### config.mk
export PLATFORM = sky130hd
export DESIGN_NAME = gray_seq_ctrl
export DESIGN_NICKNAME = d
export VERILOG_FILES = /design/src/rtl/gray_seq_ctrl.sv
export SDC_FILE = /design/constraint.sdc
export NUM_CORES = 1
export LEC_CHECK = 0
export CORE_AREA = 4 4 66 68
export DETAILED_ROUTE_END_ITERATION = 12
export DIE_AREA = 0 0 70 72
export PLACE_DENSITY_LB_ADDON = 0.1
export SKIP_CTS_REPAIR_TIMING = 1
export SLEW_MARGIN = 40
export SYNTH_ARGS = -nofsm -noshare
export SYNTH_HDL_FRONTEND = slang
export SYNTH_SLANG_ARGS = --single-unit
### constraint.sdc
create_clock -name clk -period 3.75 [get_ports clk]
set_clock_uncertainty 0.1 [all_clocks]
set_input_delay 0.75 -clock clk [delete_from_list [all_inputs] [get_ports clk]]
set_output_delay 0.75 -clock clk [all_outputs]
set_load 0.02 [all_outputs]
### src/rtl/gray_seq_ctrl.sv
// gray_seq_ctrl
//   Runs a binary counter for a requested number of steps, up or down, and
//   presents the count as registered Gray code. A run can be paused and
//   resumed, or aborted. The count is kept between runs.
//
// Ports
//   clk       rising-edge clock
//   rstn      asynchronous active-low reset
//   start     begin a run (sampled only when idle)
//   len[N]    number of steps in the run (sampled with start)
//   dir       0 = count up, 1 = count down (sampled with start)
//   pause     hold the count while high during a run
//   stop      abort the current run
//   gray_out  registered Gray code of the internal binary count
//   busy      high while a run is active or paused
//   done      one-cycle pulse after the last step of a full run
//   wrap      one-cycle pulse after a step that wrapped the count
//   remain[N] steps still outstanding in the current run
//   err       sticky Gray-code integrity flag
//
// Build option
//   GRAY_SEQ_CHECK_EN  when defined, err latches if gray_out ever changes by
//                      more than one bit between clocks; otherwise err is 0.
module gray_seq_ctrl #(
  parameter int N = 4
) (
  input  logic         clk,
  input  logic         rstn,
  input  logic         start,
  input  logic [N-1:0] len,
  input  logic         dir,
  input  logic         pause,
  input  logic         stop,
  output logic [N-1:0] gray_out,
  output logic         busy,
  output logic         done,
  output logic         wrap,
  output logic [N-1:0] remain,
  output logic         err
);

  typedef enum logic [1:0] {
    IDLE  = 2'd0,
    RUN   = 2'd1,
    PAUSE = 2'd2,
    DONE  = 2'd3
  } state_t;

  localparam logic [N-1:0] ONE = N'(1);

  state_t       state, state_d;
  logic [N-1:0] bin;
  logic [N-1:0] bin_nxt;
  logic         dir_q;
  logic         load, step, clr;
  logic         wrap_nxt;

  function automatic logic [N-1:0] bin2gray(input logic [N-1:0] b);
    return b ^ (b >> 1);
  endfunction

  function automatic logic [N-1:0] bin_step(input logic [N-1:0] b, input logic down);
    return down ? (b - ONE) : (b + ONE);
  endfunction

  assign bin_nxt  = bin_step(bin, dir_q);
  assign wrap_nxt = dir_q ? (bin == '0) : (bin == '1);

  // next-state decode; stop outranks pause, and both outrank the step
  always_comb begin
    state_d = state;
    load    = 1'b0;
    step    = 1'b0;
    clr     = 1'b0;
    case (state)
      IDLE: begin
        if (start) begin
          load    = 1'b1;
          state_d = (len != '0) ? RUN : DONE;
        end
      end
      RUN: begin
        if (stop) begin
          clr     = 1'b1;
          state_d = IDLE;
        end else if (pause) begin
          state_d = PAUSE;
        end else begin
          step = 1'b1;
          if (remain == ONE) state_d = DONE;
        end
      end
      PAUSE: begin
        if (stop) begin
          clr     = 1'b1;
          state_d = IDLE;
        end else if (!pause) begin
          state_d = RUN;
        end
      end
      DONE: state_d = IDLE;
      default: state_d = IDLE;
    endcase
  end

  // state, count and registered outputs
  always_ff @(posedge clk or negedge rstn) begin
    if (!rstn) begin
      state    <= IDLE;
      bin      <= '0;
      gray_out <= '0;
      dir_q    <= 1'b0;
      remain   <= '0;
      busy     <= 1'b0;
      done     <= 1'b0;
      wrap     <= 1'b0;
    end else begin
      state <= state_d;
      busy  <= (state_d == RUN) || (state_d == PAUSE);
      done  <= (state_d == DONE);
      wrap  <= 1'b0;
      if (load) begin
        remain <= len;
        dir_q  <= dir;
      end else if (clr) begin
        remain <= '0;
      end else if (step) begin
        remain   <= remain - ONE;
        bin      <= bin_nxt;
        gray_out <= bin2gray(bin_nxt);
        wrap     <= wrap_nxt;
      end
    end
  end

`ifdef GRAY_SEQ_CHECK_EN
  logic [N-1:0] gray_prev;
  logic [N-1:0] gray_diff;

  assign gray_diff = gray_out ^ gray_prev;

  // more than one bit set <=> clearing the lowest set bit leaves something
  always_ff @(posedge clk or negedge rstn) begin
    if (!rstn) begin
      gray_prev <= '0;
      err       <= 1'b0;
    end else begin
      gray_prev <= gray_out;
      if ((gray_diff & (gray_diff - ONE)) != '0) err <= 1'b1;
    end
  end
`else
  assign err = 1'b0;
`endif

endmodule

==> reports/results.tsv <==
metric	value	unit
status	finished clean	
first_pass_iters	5	
synthTopCellsByArea	dfrtp_1, ha_1, a21oi_1	
hold_viol	0	
rows	23	
dieArea	5040	um2
cts_buffers	3	
crit_fanout	10	
portBuffers	20	
numClockSinks	17	
ir_drop	470	uV
clock_latency	0.24	ns
io_pins	22	
final_antenna_net_count	0	
synth_top_cell_area_share	39.6	%
synth_area_per_cell	10.2	um2
start_util	27.9	%
cap_violations	0	
place.gp.congestion	0.727	
synthCells	105	
period_share	64.4	%
n_antenna_cell	0	
rsz0062_at_grt	no	
synthDistinctLibCells	39	
leakage	0.578	nW
fin_setup_tns	0	ns
finalSetupViolations	0	
routedWlPerCell	12.3	um
drc_errors	0	
root_buffer	clkbuf_8	
synthesis.nets	125	
cts_tree	built	
async_reset_ff_share	100	%
drtIter0Drc	100	
grt_pass1_wl	3760	um
period_needed	2.42	ns
ys_warn_count	0	
required	3.78	ns
synth_edf_count	0	
vias_per_cell	4.73	
finalPower	1.27	mW
grt_pass1_vias	824	
max_freq	0.414	GHz
mostFrequentLayoutCells	clkdlybuf4s50_1, dfrtp_1, a21oi_1, nor2_1, ha_1	
cp.arrival	2.45	ns
vias	833	
layout_commonest_cell	clkdlybuf4s50_1	
grt_usage	9.40	%
netlist_area	1070	um2
grt_max_degree	18	
num-nets-final	147	
pwr_density_cell	938	nW/um2
synth.yosys.seq_area_share	39.6	%
crit_type	in2reg	
fp.dieW	70	um
drive_above_1_share	12.7	%
coreArea	3860	um2
yosysTopAreaCell	dfrtp_1	
dp_hpwl	1740	um
syn_to_final_growth	26.3	%
antenna_found_initial	0	
crit_path_start_kind	input port	
synth-seq-cells	17	
ctsHtreeMaxLevel	1	
endpoint_kind	register	
fp.dieH	72	um
synthFlopType	dfrtp_1	
slew_violations	0	
cts.reportedPaths.clkPinSlew	0.06	ns
min_path_type	in2async	
routed_wl	2170	um
grt.overflow.total	0	
cts_buffer_depth	2	
[per-stage QoR]
step	std cells	worst slack, ns	cell area, um2	hold slack [ns]	utilization [%]
2_1_floorplan	105	1.67	1070	0.354	-
3_3_place_gp	172	1.10	1320	0.372	34.2
6_report	176	1.33	1360	0.309	35.2
3_5_place_dp	172	1.06	1320	0.381	34.2
5_1_grt	176	1.24	1360	0.344	35.2
4_1_cts	176	1.32	1360	0.396	35.3
[cells by family after synthesis]
family	after synthesis	share of synthesized area [%]
AO/OA/AOI/OAI	26	14.9
XOR/XNOR	8	7.92
adder cells (fa/ha/maj)	10	12.3
buffers and inverters	9	3.96
flip-flops	17	39.6
multiplexers	4	4.89
other	1	0.349
AND/OR/NAND/NOR	30	16.1
[registers in the layout, summed over array words and instances, names as in the netlist]
signal    cells
remain        4
dir_q         1
gray_out      4
busy          1
bin           3
done          1
wrap          1
state         2
[worst paths after layout]
kind | startpoint | to | slack (ns) | cells after the start
setup / recovery | start | busy$_DFF_PN0_ | 1.33 | 6
hold / removal | rstn | gray_out[0]$_DFFE_PN0P_ | 0.31 | 1
setup reg to reg | remain[1]$_DFFE_PN0P_ | busy$_DFF_PN0_ | 1.66 | 7
hold reg to reg | gray_out[0]$_DFFE_PN0P_ | gray_out[0]$_DFFE_PN0P_ | 0.39 | 2
max in group asynchronous | rstn | remain[1]$_DFFE_PN0P_ | 2.97 | 1
min in group clk | gray_out[0]$_DFFE_PN0P_ | gray_out[0]$_DFFE_PN0P_ | 0.39 | 2
[cells in the mapped netlist (2+ instances only)]
library cell  number
a21oi_1           10
a31oi_1            5
buf_4              2
dfrtp_1           17
ha_1               9
inv_1              6
mux2_4             2
nand2_1            5
nand3_1            3
nor2_1            10
nor3_1             2
o21ai_0            3
xnor2_1            5
[cell type report]
| class | count | area [um2] |
|---|---|---|
| Clock buffer | 4 | 45.0 |
| Fill cell | 417 | 2500 |
| Inverter | 6 | 22.5 |
| Multi-Input combinational cell | 79 | 607 |
| Sequential cell | 17 | 425 |
| Tap cell | 50 | 62.6 |
| Timing Repair Buffer | 20 | 195 |
[per-layer routing]
layer	track usage, %	vias to the layer above	share of wire, %
li1	-	408	-
met5	0	-	0
met1	10.9	394	42
met3	2.63	4	6.1
met2	16.1	27	50
met4	4.47	0	2.0
[report_power, final]
part           internal [mW]  leakage [nW]  switching, mW  total, mW
Sequential             0.264         0.212         0.0929      0.357
Combinational          0.396         0.343          0.388      0.784
Clock                 0.0752        0.0228         0.0575      0.133
Total                  0.735         0.578          0.538       1.27
[worst max-delay path, cell delays in order]
cell and delay, ns:
clkdlybuf4s50_1 0.63, or4b_1 0.46, o22ai_1 0.16, nand2_1 0.07, o41ai_1 0.08, ha_1 0.30
(Power assumes the default switching activity.)
